File: src/rtl/led_mem_arbiter_pkg.sv
// Shared constants and types for the led_mem block RAM arbiter.
package led_mem_pkg;

    localparam int ADDR_W = 4;
    localparam int DATA_W = 16;

    // Which requester an access or read response belongs to.
    typedef enum logic {
        M0 = 1'b0,
        M1 = 1'b1
    } master_id_t;

    // Tag that follows an issued read through the RAM latency.
    typedef struct packed {
        logic       valid;
        master_id_t id;
    } rd_tag_t;

endpackage

File: src/rtl/led_mem_arbiter_if.sv
// Request/response channel between one requester and the led_mem arbiter.
interface led_mem_arbiter_if;
    import led_mem_pkg::*;

    logic              req;
    logic              we;
    logic [ADDR_W-1:0] addr;
    logic [DATA_W-1:0] wdata;
    logic              gnt;
    logic [DATA_W-1:0] rdata;
    logic              rvalid;

    // Requester side: holds req and its fields until gnt.
    modport master (
        output req, we, addr, wdata,
        input  gnt, rdata, rvalid
    );

    // Arbiter side.
    modport slave (
        input  req, we, addr, wdata,
        output gnt, rdata, rvalid
    );

endinterface

File: src/rtl/led_mem_arbiter_rr_arbiter2.sv
// Two-way round-robin arbiter: grant is combinational from req and the
// last-granted register, which only moves when a grant is actually issued.
//
//   state   | meaning
//   --------+-----------------------------------------------
//   LAST_M0 | m0 was granted most recently; m1 wins a tie
//   LAST_M1 | m1 was granted most recently; m0 wins a tie
//           | (reset state, so m0 wins the first conflict)
module rr_arbiter2 (
    input  logic       clk_g,
    input  logic       rst,
    input  logic [1:0] req,
    output logic [1:0] gnt
);

    typedef enum logic {
        LAST_M0 = 1'b0,
        LAST_M1 = 1'b1
    } rr_state_t;

    rr_state_t state;
    rr_state_t state_next;

    // Last-granted register.
    always_ff @(posedge clk_g) begin
        if (!rst) begin
            state <= LAST_M1;
        end else begin
            state <= state_next;
        end
    end

    // Grant decision and pointer update; no grants while reset is asserted.
    always_comb begin
        gnt        = 2'b00;
        state_next = state;
        if (rst) begin
            case (req)
                2'b01:   gnt = 2'b01;
                2'b10:   gnt = 2'b10;
                2'b11:   gnt = (state == LAST_M1) ? 2'b01 : 2'b10;
                default: gnt = 2'b00;
            endcase
            if (gnt[0]) begin
                state_next = LAST_M0;
            end else if (gnt[1]) begin
                state_next = LAST_M1;
            end
        end
    end

endmodule

File: src/rtl/led_mem_arbiter.sv
// Shares the single-port led_mem block RAM between the button controller
// (m0) and the LED playback engine (m1). One access is issued per cycle;
// read responses are steered back to the issuing requester three cycles
// after its grant.
module led_mem_arbiter
    import led_mem_pkg::*;
(
    input  logic                clk_g,
    input  logic                rst,
    led_mem_arbiter_if.slave    m0,
    led_mem_arbiter_if.slave    m1,
    output logic                ena,
    output logic                wea,
    output logic [ADDR_W-1:0]   addra,
    output logic [DATA_W-1:0]   dina,
    input  logic [DATA_W-1:0]   douta
);

    logic [1:0]        gnt;
    logic              any_gnt;
    master_id_t        sel_id;
    logic              sel_we;
    logic [ADDR_W-1:0] sel_addr;
    logic [DATA_W-1:0] sel_wdata;

    rd_tag_t           tag_s1;
    rd_tag_t           tag_s2;

    logic [DATA_W-1:0] rdata0;
    logic [DATA_W-1:0] rdata1;
    logic              rvalid0;
    logic              rvalid1;

    rr_arbiter2 u_rr (
        .clk_g (clk_g),
        .rst   (rst),
        .req   ({m1.req, m0.req}),
        .gnt   (gnt)
    );

    assign m0.gnt    = gnt[0];
    assign m1.gnt    = gnt[1];
    assign m0.rdata  = rdata0;
    assign m1.rdata  = rdata1;
    assign m0.rvalid = rvalid0;
    assign m1.rvalid = rvalid1;
    assign any_gnt   = gnt[0] | gnt[1];

    // Select the granted requester's access fields.
    always_comb begin
        sel_id    = M0;
        sel_we    = m0.we;
        sel_addr  = m0.addr;
        sel_wdata = m0.wdata;
        if (gnt[1]) begin
            sel_id    = M1;
            sel_we    = m1.we;
            sel_addr  = m1.addr;
            sel_wdata = m1.wdata;
        end
    end

    // RAM issue registers; address/data hold when nothing is granted.
    always_ff @(posedge clk_g) begin
        if (!rst) begin
            ena   <= 1'b0;
            wea   <= 1'b0;
            addra <= '0;
            dina  <= '0;
        end else begin
            ena <= any_gnt;
            wea <= any_gnt & sel_we;
            if (any_gnt) begin
                addra <= sel_addr;
                dina  <= sel_wdata;
            end
        end
    end

    // Read tags: stage 1 lines up with the RAM address cycle, stage 2 with douta.
    always_ff @(posedge clk_g) begin
        if (!rst) begin
            tag_s1 <= '{valid: 1'b0, id: M0};
            tag_s2 <= '{valid: 1'b0, id: M0};
        end else begin
            tag_s1 <= '{valid: any_gnt & ~sel_we, id: sel_id};
            tag_s2 <= tag_s1;
        end
    end

    // Response demux: capture douta for the tagged requester, strobe rvalid.
    always_ff @(posedge clk_g) begin
        if (!rst) begin
            rdata0  <= '0;
            rdata1  <= '0;
            rvalid0 <= 1'b0;
            rvalid1 <= 1'b0;
        end else begin
            rvalid0 <= tag_s2.valid && (tag_s2.id == M0);
            rvalid1 <= tag_s2.valid && (tag_s2.id == M1);
            if (tag_s2.valid && (tag_s2.id == M0)) begin
                rdata0 <= douta;
            end
            if (tag_s2.valid && (tag_s2.id == M1)) begin
                rdata1 <= douta;
            end
        end
    end

endmodule

File: src/flat_wrapper.sv
// flat-port wrapper written by rule: the top's interface ports become plain ports
module led_mem_arbiter_flat import led_mem_pkg::*;
  (clk_g, rst, ena, wea, addra, dina, douta, m0_req, m0_we, m0_addr, m0_wdata, m0_gnt, m0_rdata, m0_rvalid, m1_req, m1_we, m1_addr, m1_wdata, m1_gnt, m1_rdata, m1_rvalid);
  led_mem_arbiter_if m0_i ();
  led_mem_arbiter_if m1_i ();
  input  logic clk_g;
  input  logic rst;
  output logic ena;
  output logic wea;
  output logic [ADDR_W-1:0] addra;
  output logic [DATA_W-1:0] dina;
  input  logic [DATA_W-1:0] douta;
  input wire logic [$bits(m0_i.req)-1:0] m0_req;
  input wire logic [$bits(m0_i.we)-1:0] m0_we;
  input wire logic [$bits(m0_i.addr)-1:0] m0_addr;
  input wire logic [$bits(m0_i.wdata)-1:0] m0_wdata;
  output wire logic [$bits(m0_i.gnt)-1:0] m0_gnt;
  output wire logic [$bits(m0_i.rdata)-1:0] m0_rdata;
  output wire logic [$bits(m0_i.rvalid)-1:0] m0_rvalid;
  input wire logic [$bits(m1_i.req)-1:0] m1_req;
  input wire logic [$bits(m1_i.we)-1:0] m1_we;
  input wire logic [$bits(m1_i.addr)-1:0] m1_addr;
  input wire logic [$bits(m1_i.wdata)-1:0] m1_wdata;
  output wire logic [$bits(m1_i.gnt)-1:0] m1_gnt;
  output wire logic [$bits(m1_i.rdata)-1:0] m1_rdata;
  output wire logic [$bits(m1_i.rvalid)-1:0] m1_rvalid;
  assign m0_i.req = m0_req;
  assign m0_i.we = m0_we;
  assign m0_i.addr = m0_addr;
  assign m0_i.wdata = m0_wdata;
  assign m0_gnt = m0_i.gnt;
  assign m0_rdata = m0_i.rdata;
  assign m0_rvalid = m0_i.rvalid;
  assign m1_i.req = m1_req;
  assign m1_i.we = m1_we;
  assign m1_i.addr = m1_addr;
  assign m1_i.wdata = m1_wdata;
  assign m1_gnt = m1_i.gnt;
  assign m1_rdata = m1_i.rdata;
  assign m1_rvalid = m1_i.rvalid;
  led_mem_arbiter u_core (.clk_g(clk_g), .rst(rst), .m0(m0_i), .m1(m1_i), .ena(ena), .wea(wea), .addra(addra), .dina(dina), .douta(douta));
endmodule
File: config.mk
export PLATFORM = sky130hd
export DESIGN_NAME = led_mem_arbiter_flat
export DESIGN_NICKNAME = d
export VERILOG_FILES = /design/src/rtl/led_mem_arbiter_pkg.sv /design/src/rtl/led_mem_arbiter_if.sv /design/src/rtl/led_mem_arbiter_rr_arbiter2.sv /design/src/rtl/led_mem_arbiter.sv /design/src/flat_wrapper.sv
export SDC_FILE = /design/constraint.sdc
export NUM_CORES = 1
export LEC_CHECK = 0
export CAP_MARGIN = 25
export CORE_ASPECT_RATIO = 0.7
export CORE_MARGIN = 5
export CORE_UTILIZATION = 43
export CTS_CLUSTER_DIAMETER = 100
export CTS_CLUSTER_SIZE = 8
export DETAILED_ROUTE_END_ITERATION = 10
export GPL_ROUTABILITY_DRIVEN = 0
export MAX_ROUTING_LAYER = met4
export PLACE_DENSITY_LB_ADDON = 0.3
export SETUP_SLACK_MARGIN = 0.05
export SLEW_MARGIN = 30
export SYNTH_ARGS = -nofsm -noshare
export SYNTH_HDL_FRONTEND = slang
export SYNTH_SLANG_ARGS = --single-unit
File: constraint.sdc
create_clock -name clk_g -period 1.9 [get_ports clk_g]
set_input_delay 0.19 -clock clk_g [delete_from_list [all_inputs] [get_ports clk_g]]
set_output_delay 0.19 -clock clk_g [all_outputs]
set_load 0.05 [all_outputs]
* Word level (Yosys, flattened, before mapping)
Index checks and enable logic that the tools add are counted.
** Word-level totals
- Memories kept :: 0
- Bits of input ports :: 62
- Output and inout bits :: 58
- Bits in read-only memories :: 0
- Word-level logic and storage cells :: 34
- Flip-flop bits (word level) :: 61
- Latch bits :: 0
- Memory bits (writable) :: 0
** Operators by class
- Multiplexer cells :: 10
- $lt $le $gt $ge :: 0
- Bitwise gates (word level) :: 5
- Divide/modulo/power cells :: 0
- Shift operators :: 0
- $mul :: 0
- Equal/unequal tests :: 3
- $add $sub $neg :: 0
- Reductions and logical operators :: 3
** Operator list (count)
- 16-bit 2-to-1 mux :: 1
- 2-bit 2-to-1 mux :: 3
- 2-bit one-hot mux with 3 select lines :: 1
- 2-bit == test, second input constant :: 2
- 1-bit 2-to-1 mux :: 4
- 4-bit 2-to-1 mux :: 1
- 1-bit bitwise AND :: 2
- 2-bit by 1-bit == test with 1-bit output, second input constant :: 1
- 1-bit logical AND :: 2
- 1-bit inverter :: 2
- 2-bit nonzero test :: 1
- 1-bit bitwise OR :: 1

* Depth between registers and ports, before layout
Gate-level depths: netlist of the first run.
- Depth in word-level cells :: 7
- Depth in mapped cells :: 5
- Gate-level depth less buffers :: 3

* By module
Synthesis of the first run repeated with hierarchy kept, for this count alone.
** Second synthesis, totals
- Cells, all modules :: 263
- Area total of the unflattened synthesis :: 2381.0 sq um
** Modules (own cells, without submodules)
- led_mem_arbiter :: times used 1, cells an instance 254, sequential area each 1201.2 sq um, area each 2319.7 sq um
- rr_arbiter2 :: times used 1, cells an instance 9, sequential area each 20.0 sq um, area each 61.3 sq um

* Worst setup path before layout of the first run
No wires, ideal clock.
- Path kind :: reg2reg
- Start :: register u_core.u_rr.state
- End :: register u_core.addra[0]
- Clock period less this slack :: 1.276 ns
- Data arrival time :: 1.155 ns
- Required time :: 1.778 ns
- Setup time :: 0.122 ns
- Path buffers :: 2
- Slack :: 0.624 ns
- Cell stages (with the launch flop) :: 6
- Cell sequence :: dfxtp_1 buf_6 nand2b_1 and3_4 buf_6 a221o_1
** Between the ends
- Longest elaborated chain between the ends :: 5
- Elaborated cells on any way between the ends :: 6
- Those cells by class :: 5 x mux; 1 x bitwise
** Ends and longest elaborated chain
- start, declared :: line led_mem_arbiter_rr_arbiter2.sv:21 : rr_state_t state;
- start signal, assigned :: line led_mem_arbiter_rr_arbiter2.sv:29 : state <= state_next;
- 2-bit 2-to-1 mux :: line led_mem_arbiter_rr_arbiter2.sv:41 : 2'b11: gnt = (state == LAST_M1) ? 2'b01 : 2'b10;
- 2-bit one-hot mux with 3 select lines :: line led_mem_arbiter_rr_arbiter2.sv:38 : case (req)
- 2-bit 2-to-1 mux (2 in series) :: line led_mem_arbiter_rr_arbiter2.sv:37 : if (rst) begin
- via m0_gnt :: line flat_wrapper.sv:17 : output wire logic [$bits(m0_i.gnt)-1:0] m0_gnt;
- 1-bit bitwise OR :: line led_mem_arbiter.sv:47 : assign any_gnt = gnt[0] | gnt[1];
- end signal, assigned :: line led_mem_arbiter.sv:74 : addra <= sel_addr;
- end, declared :: line led_mem_arbiter.sv:14 : output logic [ADDR_W-1:0] addra,
The timed path passes the listed nets, and every way through them passes these cells. The select of a mux whose other input is x is not followed.
A chain may end at the register's enable or synchronous reset.

* Final worst setup path of the first run
- Start :: input m0_req
- End :: output m1_gnt
** Between the ends
- Longest elaborated chain between the ends :: 4
- Elaborated cells on any way between the ends :: 6
- Those cells by class :: 3 x eq/ne; 3 x mux
** Ends and longest elaborated chain
- start, declared :: line flat_wrapper.sv:13 : input wire logic [$bits(m0_i.req)-1:0] m0_req;
- 2-bit == test or 2-bit by 1-bit == test with 1-bit output (tied branches) :: line led_mem_arbiter_rr_arbiter2.sv:38
- 2-bit one-hot mux with 3 select lines (*) :: line led_mem_arbiter_rr_arbiter2.sv:38
- 2-bit 2-to-1 mux (*) (2 in series) :: line led_mem_arbiter_rr_arbiter2.sv:37
- end, declared :: line flat_wrapper.sv:24 : output wire logic [$bits(m1_i.gnt)-1:0] m1_gnt;
Mark *: on every way between the ends. The rest lies on a longest branch, timed or not. The select of a mux whose other input is x is not followed.

==> impl_metrics.toml, run 1 <==
[critical_path]
cp_data_arrival_time_ns = 1.54
end_kind = "output pin"
cp.required_ns = 1.71
worstSetupStartpointType = "input port"
path_max_fanout = 21
path_class = "input port to output pin"

[global_routing]
grt_pass1_wl_mm = 11.1
grt-ovfl-total = 0
grt_max_degree = 55
grt_pass1_vias = 2200
grt_antenna_before_repair = 0
track_usage_pct = 20.1

[detailed_routing]
drc = 0
vias = 2216
wl_per_cell_um = 16.1
first_pass_iters = 4
routed_wl_mm = 7.00
drt_iter0_drc = 110
ant_nets = 0
avgViaCountPerCell = 5.11

[sta]
finalCritPeriodShare_pct = 91.0
period_needed_ns = 1.73
maxSlewHeadroom_pct = 54.8
rsz0062_at_grt = "false"
finalHoldViolations = 0
tightest_slew_ns = 0.678
whs_ns = 0.400
skew_ns = 0.00671
drv_slew = 0
fmax_mhz = 578
finalSetupViolCount = 0

[power]
ir_worst_vdd_mv = 0.555
leakage_nw = 1.40
power_density_mw_per_mm2 = 810
finalPower_w = 0.00309

[layout]
nets = 420
antenna_cells = 0
layout_common_cells = "116 x clkdlybuf4s50_1, 66 x nand2_1, 61 x dfxtp_1"
drive_gt1_share_pct = 8.29
utilization_pct = 71.8
areaGrowthSynthToFinish_pct = 60.3
layout_commonest_cell = "clkdlybuf4s50_1"
final_area_mm2 = 0.00381

[clocking]
clockBufferDepth = 2
hold_buffers = 0
clock_latency_ns = 0.33
numCtsBuffers = 9
post-cts-setup-buffer-count = 0
htree_levels = 3
clk_pin_slew_ns = 0.07
cts_resized = 0
tritoncts = "done"
clockRootBuffer = "clkbuf_8"
cts_sinks = 61

[yosys]
synth_area_mm2 = 0.00238
syn_area_per_cell_um2 = 9.79
synth-simple-area-share_pct = 16.8
synth_xor_area_share_pct = 0
ys.warnings.count = 0
synthMuxAreaShare_pct = 0
synth_nets = 305
synth_top_family_by_area = "compound AO/OA/AOI/OAI gates"
synthAdderAreaFrac_pct = 0
synth_compound_area_share_pct = 26.0
synth_seq_area_share_pct = 51.3
syn-instance-count = 243
ys_ff_latch = 61
synth_cell_types = 22

[placement]
port_buffers = 119
dpl.hpwl_mm = 5.10
placed_area_mm2 = 0.00362

[floorplanning]
die_w_um = 98.9
start_util_pct = 44.8
die-area_mm2 = 0.00714
die_h_um = 72.2
core_mm2 = 0.00531
row_count = 22
ioPinCount = 120

[status]
status = "completed"

[worst_hold_path]
min_path_type = "input port to flip-flop"

[run]
drv_cap = 0
==> power by group <==
group | internal (W) | leakage [nW] | switching (W)
Sequential | 0.00134 | 0.499 | 0.0000315
Clock | 0.000632 | 0.0992 | 0.000484
Combinational | 0.000278 | 0.806 | 0.000325
==> critical path, cell delays in order <==
cell	delay, ns
clkdlybuf4s50_1	0.47
buf_4	0.23
and2_4	0.19
nor2_2	0.13
buf_12	0.18
buf_12	0.15
==> area by class of cell <==
cell class,instances,area (um^2)
Fill cell,410,1500
Timing Repair Buffer,127,1280
Sequential cell,61,1220
Multi-Input combinational cell,158,1030
Clock buffer,11,141
Tap cell,72,90.1
Clock inverter,4,48.8
Inverter,1,3.75
==> routing by layer <==
metal  wire [um]  vias up  track usage, %
met2        3310       61            30.2
met5           0        -               -
met3         374        7            5.57
li1            -     1088               -
met1        3260     1060            26.5
met4          55        0            6.36
==> Yosys cell counts <==
master	count	area [um^2]
nand2_1	66	248
dfxtp_1	61	1220
a21boi_1	33	248
a221o_1	20	200
o2111a_1	14	158
and2_1	10	62.6
buf_2	10	50.1
clkbuf_1	8	30.0
buf_6	5	56.3
nand2b_1	3	18.8
and3_1	2	12.5
and2_4	1	8.76
and3_4	1	11.3
inv_2	1	3.75
nand3_1	1	5.00
nor2_1	1	3.75
nor2_2	1	6.26
nor2b_1	1	6.26
nor3b_1	1	7.51
o21a_1	1	7.51
o21ai_1	1	5.00
or3b_1	1	8.76
==> flip-flops by register name, indices dropped and copies added (netlist names) <==
register,flops
u_core.ena,1
u_core.dina,16
u_core.tag_s2,2
u_core.addra,4
u_core.m1.rvalid,1
u_core.m0.rdata,16
u_core.wea,1
u_core.m0.rvalid,1
u_core.m1.rdata,16
u_core.u_rr.state,1
u_core.tag_s1,2
==> logic make-up after synthesis <==
| kind of cell | count (synthesis) |
|---|---|
| simple gates | 89 |
| buf+inv | 24 |
| flops | 61 |
| compound gates | 69 |
==> metrics by stage <==
step	setup TNS [ns]	cells	worst slack (ns)
after global routing	0	434	0.107
after detailed placement	-0.157	419	-0.0414
after global placement	0	419	0.0202
after floorplan	0	243	0.624
final	0	434	0.171
after CTS	0	434	0.197
==> worst paths after layout <==
path                                       start            endpoint  slack, ns  depth (start not counted)
worst max-delay path                      m0_req              m1_gnt       0.17                          6
worst min-delay path                         rst   u_core.u_rr.state       0.40                          3
worst max register to register  u_core.tag_s2[0]  u_core.m0.rdata[7]       0.55                          3
worst min register to register  u_core.tag_s1[0]    u_core.tag_s2[0]       0.43                          1
Note: power is estimated with default switching activity, not from simulation.
==> run 2: changes to the inputs <==
SETUP_SLACK_MARGIN = unset   (was 0.05)
TNS_END_PERCENT = 5   (was unset)
==> results of run 2 <==
No change in the layout: final DEF, timing and power equal those of run 1.
